$ cat src/rtl/disp_bcd_conv_if.sv
// Handshake and result bundle between a conversion requester and disp_bcd_conv.
// The requester drives start/bin; the converter returns busy/done/bcd/ovf.
interface disp_bcd_conv_if;
  logic        start;
  logic [26:0] bin;
  logic        busy;
  logic        done;
  logic [31:0] bcd;
  logic        ovf;

  modport master (output start, bin, input busy, done, bcd, ovf);
  modport slave  (input start, bin, output busy, done, bcd, ovf);
endinterface

$ cat src/rtl/disp_bcd_conv.sv
// 27-bit binary to 8-digit packed BCD converter (shift-and-add-3, one bit per cycle).
// Define DISP_BCD_SAT_EN to clamp out-of-range values to 99999999 instead of wrapping.
module disp_bcd_conv (
  input  logic             clk,
  input  logic             reset,
  disp_bcd_conv_if.slave   bus
);

  typedef enum logic [1:0] {IDLE, CONV, DONE} state_t;

  localparam logic [26:0] BCD_MAX  = 27'd99_999_999;
  localparam logic [4:0]  LAST_CNT = 5'd26;
`ifdef DISP_BCD_SAT_EN
  localparam bit SAT_EN = 1'b1;
`else
  localparam bit SAT_EN = 1'b0;
`endif

  state_t      state_q, state_d;
  logic [4:0]  cnt_q, cnt_d;
  logic [26:0] shift_q, shift_d;
  logic [31:0] work_q, work_d;
  logic [31:0] bcd_q, bcd_d;
  logic        ovf_q, ovf_d;
  logic        ovf_cap_q, ovf_cap_d;
  logic [31:0] adj;
  logic [31:0] next_work;

  // Each digit >= 5 gets +3 so the following left shift carries correctly in decimal.
  function automatic logic [31:0] add3(input logic [31:0] w);
    logic [31:0] r;
    r = w;
    for (int i = 0; i < 8; i++) begin
      if (w[4*i +: 4] >= 4'd5) r[4*i +: 4] = w[4*i +: 4] + 4'd3;
    end
    return r;
  endfunction

  function automatic logic [31:0] saturate(input logic [31:0] w, input logic ovf);
    return (SAT_EN && ovf) ? 32'h9999_9999 : w;
  endfunction

  always_comb begin
    state_d   = state_q;
    cnt_d     = cnt_q;
    shift_d   = shift_q;
    work_d    = work_q;
    bcd_d     = bcd_q;
    ovf_d     = ovf_q;
    ovf_cap_d = ovf_cap_q;
    adj       = add3(work_q);
    next_work = {adj[30:0], shift_q[26]};

    case (state_q)
      IDLE, DONE: begin
        if (bus.start) begin
          shift_d   = bus.bin;
          work_d    = '0;
          cnt_d     = '0;
          ovf_cap_d = (bus.bin > BCD_MAX);
          state_d   = CONV;
        end else begin
          state_d   = IDLE;
        end
      end
      CONV: begin
        work_d  = next_work;
        shift_d = {shift_q[25:0], 1'b0};
        cnt_d   = cnt_q + 5'd1;
        if (cnt_q == LAST_CNT) begin
          cnt_d   = '0;
          bcd_d   = saturate(next_work, ovf_cap_q);
          ovf_d   = ovf_cap_q;
          state_d = DONE;
        end
      end
      default: state_d = IDLE;
    endcase
  end

  always_ff @(posedge clk or negedge reset) begin
    if (!reset) begin
      state_q   <= IDLE;
      cnt_q     <= '0;
      shift_q   <= '0;
      work_q    <= '0;
      bcd_q     <= '0;
      ovf_q     <= 1'b0;
      ovf_cap_q <= 1'b0;
    end else begin
      state_q   <= state_d;
      cnt_q     <= cnt_d;
      shift_q   <= shift_d;
      work_q    <= work_d;
      bcd_q     <= bcd_d;
      ovf_q     <= ovf_d;
      ovf_cap_q <= ovf_cap_d;
    end
  end

  assign bus.busy = (state_q == CONV);
  assign bus.done = (state_q == DONE);
  assign bus.bcd  = bcd_q;
  assign bus.ovf  = ovf_q;

endmodule

$ cat src/flat_wrapper.sv
// flat-port wrapper written by rule: the top's interface ports become plain ports
module disp_bcd_conv_flat 
  (clk, reset, bus_start, bus_bin, bus_busy, bus_done, bus_bcd, bus_ovf);
  disp_bcd_conv_if bus_i ();
  input  logic clk;
  input  logic reset;
  input wire logic [$bits(bus_i.start)-1:0] bus_start;
  input wire logic [$bits(bus_i.bin)-1:0] bus_bin;
  output wire logic [$bits(bus_i.busy)-1:0] bus_busy;
  output wire logic [$bits(bus_i.done)-1:0] bus_done;
  output wire logic [$bits(bus_i.bcd)-1:0] bus_bcd;
  output wire logic [$bits(bus_i.ovf)-1:0] bus_ovf;
  assign bus_i.start = bus_start;
  assign bus_i.bin = bus_bin;
  assign bus_busy = bus_i.busy;
  assign bus_done = bus_i.done;
  assign bus_bcd = bus_i.bcd;
  assign bus_ovf = bus_i.ovf;
  disp_bcd_conv u_core (.clk(clk), .reset(reset), .bus(bus_i));
endmodule
$ cat config.mk
export PLATFORM = sky130hd
export DESIGN_NAME = disp_bcd_conv_flat
export DESIGN_NICKNAME = d
export VERILOG_FILES = /design/src/rtl/disp_bcd_conv_if.sv /design/src/rtl/disp_bcd_conv.sv /design/src/flat_wrapper.sv
export SDC_FILE = /design/constraint.sdc
export NUM_CORES = 1
export LEC_CHECK = 0
export CAP_MARGIN = 20
export CORE_ASPECT_RATIO = 1.25
export CORE_MARGIN = 2
export CORE_UTILIZATION = 55
export DETAILED_ROUTE_END_ITERATION = 12
export PLACE_DENSITY = 0.85
export RECOVER_POWER = 100
export SYNTH_ARGS = -nofsm -noshare
export SYNTH_HDL_FRONTEND = slang
export SYNTH_SLANG_ARGS = --single-unit
$ cat constraint.sdc
create_clock -name clk -period 1.9 [get_ports clk]
set_clock_uncertainty 0.05 [all_clocks]
set_input_delay 0.38 -clock clk [delete_from_list [all_inputs] [get_ports clk]]
set_output_delay 0.38 -clock clk [all_outputs]
set_load 0.02 [all_outputs]
==> metrics.txt <==
yosys synthesis warning count 0; first-pass GRT wire length 16.9 mm; via count of the first global-routing pass 3,766; buffers added on ports 64; Largest stage delay, worst path 660 ps; post-CTS clock slew at the launch and capture registers of the worst setup and hold paths 90 ps; aggregate routed wire length 10.1 mm; library cell contributing the largest single delay on the critical path sky130_fd_sc_hd__dlygate4sd3_1; number of antenna violations at the first check in global routing 0; share of async-settable or async-resettable flops after synthesis 1.00; Static Leak 0.00255 uW; half-perimeter wire length after detailed placement 6.96 mm; final antenna-violating net count 0; worst vdd ir 0.000897 V; pin count of the biggest net entering global routing 53; number of distinct standard cells referenced by the synthesized netlist 37; final clock period utilization by the worst path 0.971; RSZ-0062 raised after global routing false; number of filler instances in the final layout 666; CP cell instances dlygate4sd3_1; DRC 0; Layout Cell Area excl Fill 5750 um2; synthesized area per cell 10.1 um2; share of the synthesized area in the top cell type 0.525; final hold violations 0; proportion of layout cells with a drive suffix above 1 0.0773; footprint of the multi-input gates 2060 um2; count of H-tree levels built during CTS 3; crit start category flip-flop; maximum number of buffers from clock root to sink 2; insertion delay of the later-clocked pin in the worst-skew pair 370 ps; total global routing overflow 0; Setup crit end kind primary output; kind of cell adding the most delay to the critical path buffers and inverters; number of primary I/O pins 65; area of the mapped netlist 4770 um2; register bit total from synthesis 100; horizontal extent of the die 87.3 um; Die Area 9440 um2; Core ar. 8560 um2; Ant. Diodes 0; setup tns final 0 ps; clock tree from TritonCTS built; Worst Tran Pin Value 900 ps; count of mapped cells out of synthesis 474; largest area contributor in the synthesized netlist sky130_fd_sc_hd__dfrtp_1; DR pass1 iterations 5; slack of the critical path 55.6 ps; total power density per cell area 1710 nW/um2; final period demand of the worst path 1840 ps; fmax 0.542 GHz; result of the run complete, no violations; Placed Cells 626; Num Clock Sinks 100; Slew HR 0.400; final std cells w/o fill 643; cts bufs inserted 9; overall track demand over capacity in global routing 0.226; initial detailed-routing violation count 244; register area 2500 um2; clock root cell sky130_fd_sc_hd__clkbuf_8; routed vias 3,790; initial standard-cell utilization of the core 0.557; Setup CP Type reg2out; routability cong. 0.802; Data required, critical path 1470 ps; main area contributors after synthesis sky130_fd_sc_hd__dfrtp_1 52%, sky130_fd_sc_hd__nand2_1 7.0%, sky130_fd_sc_hd__ha_1 4.7%, sky130_fd_sc_hd__a31oi_1 3.7%, sky130_fd_sc_hd__a21oi_1 2.8%; pre-CTS setup slack 59.3 ps; smallest hold slack 426 ps; number of max-cap violations 0; Post CTS Setup Buffer Count 0; instance area at placement 5540 um2; proportion of synthesized chip area in sequential cells 0.525; average wire per cell in the routed design 15.7 um; count of buffer and inverter cells on the critical path 1; vias per std cell 5.89; Crit Path Max Fanout 2; number of nets at the end of the flow 586; Setup violations, final 0; area overhead of the layout relative to synthesis 20.4%; num rows 38; hold crit path type reg2reg; Mapped Nets 522; worst endpoint data arrival time 1410 ps; top flip-flop cell by instance count after synthesis sky130_fd_sc_hd__dfrtp_1; vertical die dimension 108 um; fin. max-slew vios 0; number of enable flip-flop cells after synthesis 0
==> worst register-to-register path, stage by stage, from the launching register on <==
cell and delay, ps:
sky130_fd_sc_hd__dfrtp_1 430, sky130_fd_sc_hd__inv_1 110, sky130_fd_sc_hd__ha_1 260, sky130_fd_sc_hd__nand2b_1 90
sky130_fd_sc_hd__a21oi_1 280, sky130_fd_sc_hd__mux2i_1 320, sky130_fd_sc_hd__mux2_2 200
==> cell families (layout without fill, tap and decap cells) <==
kind of cell    after synthesis  count (layout)  synth area share
xor+xnor                      9               9            0.0165
flops                       100             100             0.525
simple gates                157             157             0.152
mux                          19              19            0.0483
compound gates              128             128             0.168
buf+inv                      43             112            0.0435
fa+ha+maj                    18              18            0.0472
==> flip-flops by register name, summed over array words and instances (netlist names) <==
signal            flops
u_core.bus.bcd       32
u_core.bus.ovf        1
u_core.cnt_q          5
u_core.ovf_cap_q      1
u_core.shift_q       27
u_core.state_q        2
u_core.work_q        32
==> metal layers <==
layer | GRT usage | vias up | share of wire
li1 | - | 1799 | -
met1 | 0.276 | 1856 | 0.41
met2 | 0.386 | 111 | 0.52
met3 | 0.0450 | 24 | 0.047
met4 | 0.0956 | 0 | 0.026
met5 | 0 | - | 0
==> cell type report <==
cell class	instances	area share
multi-input combinational	331	0.358
clock buffer	12	0.0253
sequential	100	0.436
timing repair buffer	77	0.134
inverter	19	0.0133
clock inverter	4	0.0126
tap	100	0.0218
==> through the flow <==
step / total power, uW / util
3_3_place_gp: 8090 / 0.647
5_1_grt: 10600 / 0.671
6_report: 9830 / 0.671
2_1_floorplan: 6940 / -
4_1_cts: 9910 / 0.673
3_5_place_dp: 8390 / 0.647
==> synthesized netlist by cell type (all sizes together) (2+ instances only) <==
cell,instances
nor2,31
a21oi,27
buf,22
a32o,8
mux2,11
nand3,2
xnor2,8
o22ai,12
a31oi,28
a22o,11
mux2i,8
o31ai,8
dfrtp,100
nand4,2
nand2,90
ha,18
nand2b,10
nor2b,2
clkbuf,2
o21ai,32
inv,19
nor3b,16
==> power breakdown <==
| group | switching (uW) | internal (uW) | leakage [uW] |
|---|---|---|---|
| registers | 679 | 3010 | 0.00120 |
| logic | 2600 | 2060 | 0.00125 |
| clock network | 706 | 777 | 0.000107 |
==> cells in the final DEF (no fill, tap or decap), drive strengths merged, types with 2 or more instances in the layout <==
cell | Yosys | final
nor3b | 16 | 16
a32o | 8 | 8
nor2 | 31 | 31
o21ai | 32 | 32
a31oi | 28 | 28
nand4 | 2 | 2
bufinv | 0 | 2
clkbuf | 2 | 15
dfrtp | 100 | 100
nand3 | 2 | 2
inv | 19 | 19
xnor2 | 8 | 8
o22ai | 12 | 12
ha | 18 | 18
mux2i | 8 | 8
nor2b | 2 | 2
nand2 | 90 | 90
mux2 | 11 | 11
a21oi | 27 | 27
clkdlybuf4s50 | 0 | 43
a22o | 11 | 11
buf | 22 | 10
dlygate4sd2 | 0 | 2
dlygate4sd3 | 0 | 19
o31ai | 8 | 8
nand2b | 10 | 10
==> worst paths after layout <==
check / startpoint / end / slack [ps] / depth (start not counted)
worst max-delay path: u_core.bus.bcd[7] / bus_bcd[7] / 60 / 1
worst min-delay path: u_core.bus.bcd[23] / u_core.bus.bcd[23] / 430 / 2
worst max register to register: u_core.work_q[4] / u_core.bus.bcd[6] / 110 / 6
worst min register to register: u_core.bus.bcd[23] / u_core.bus.bcd[23] / 430 / 2
max in group asynchronous: reset / u_core.shift_q[17] / 480 / 3
min in group asynchronous: reset / u_core.work_q[25] / 620 / 2
==> what timing repair did <==
| item | CTS | global route |
|---|---|---|
| hold buffers | 1 | 0 |
| gates resized for setup | 2 | 2 |
| cloned | 0 | 0 |
| endpoints found under the hold margin | 31 | 0 |
| setup endpoints to repair | 2 | 2 |
Power figures use the tool's default switching activity.
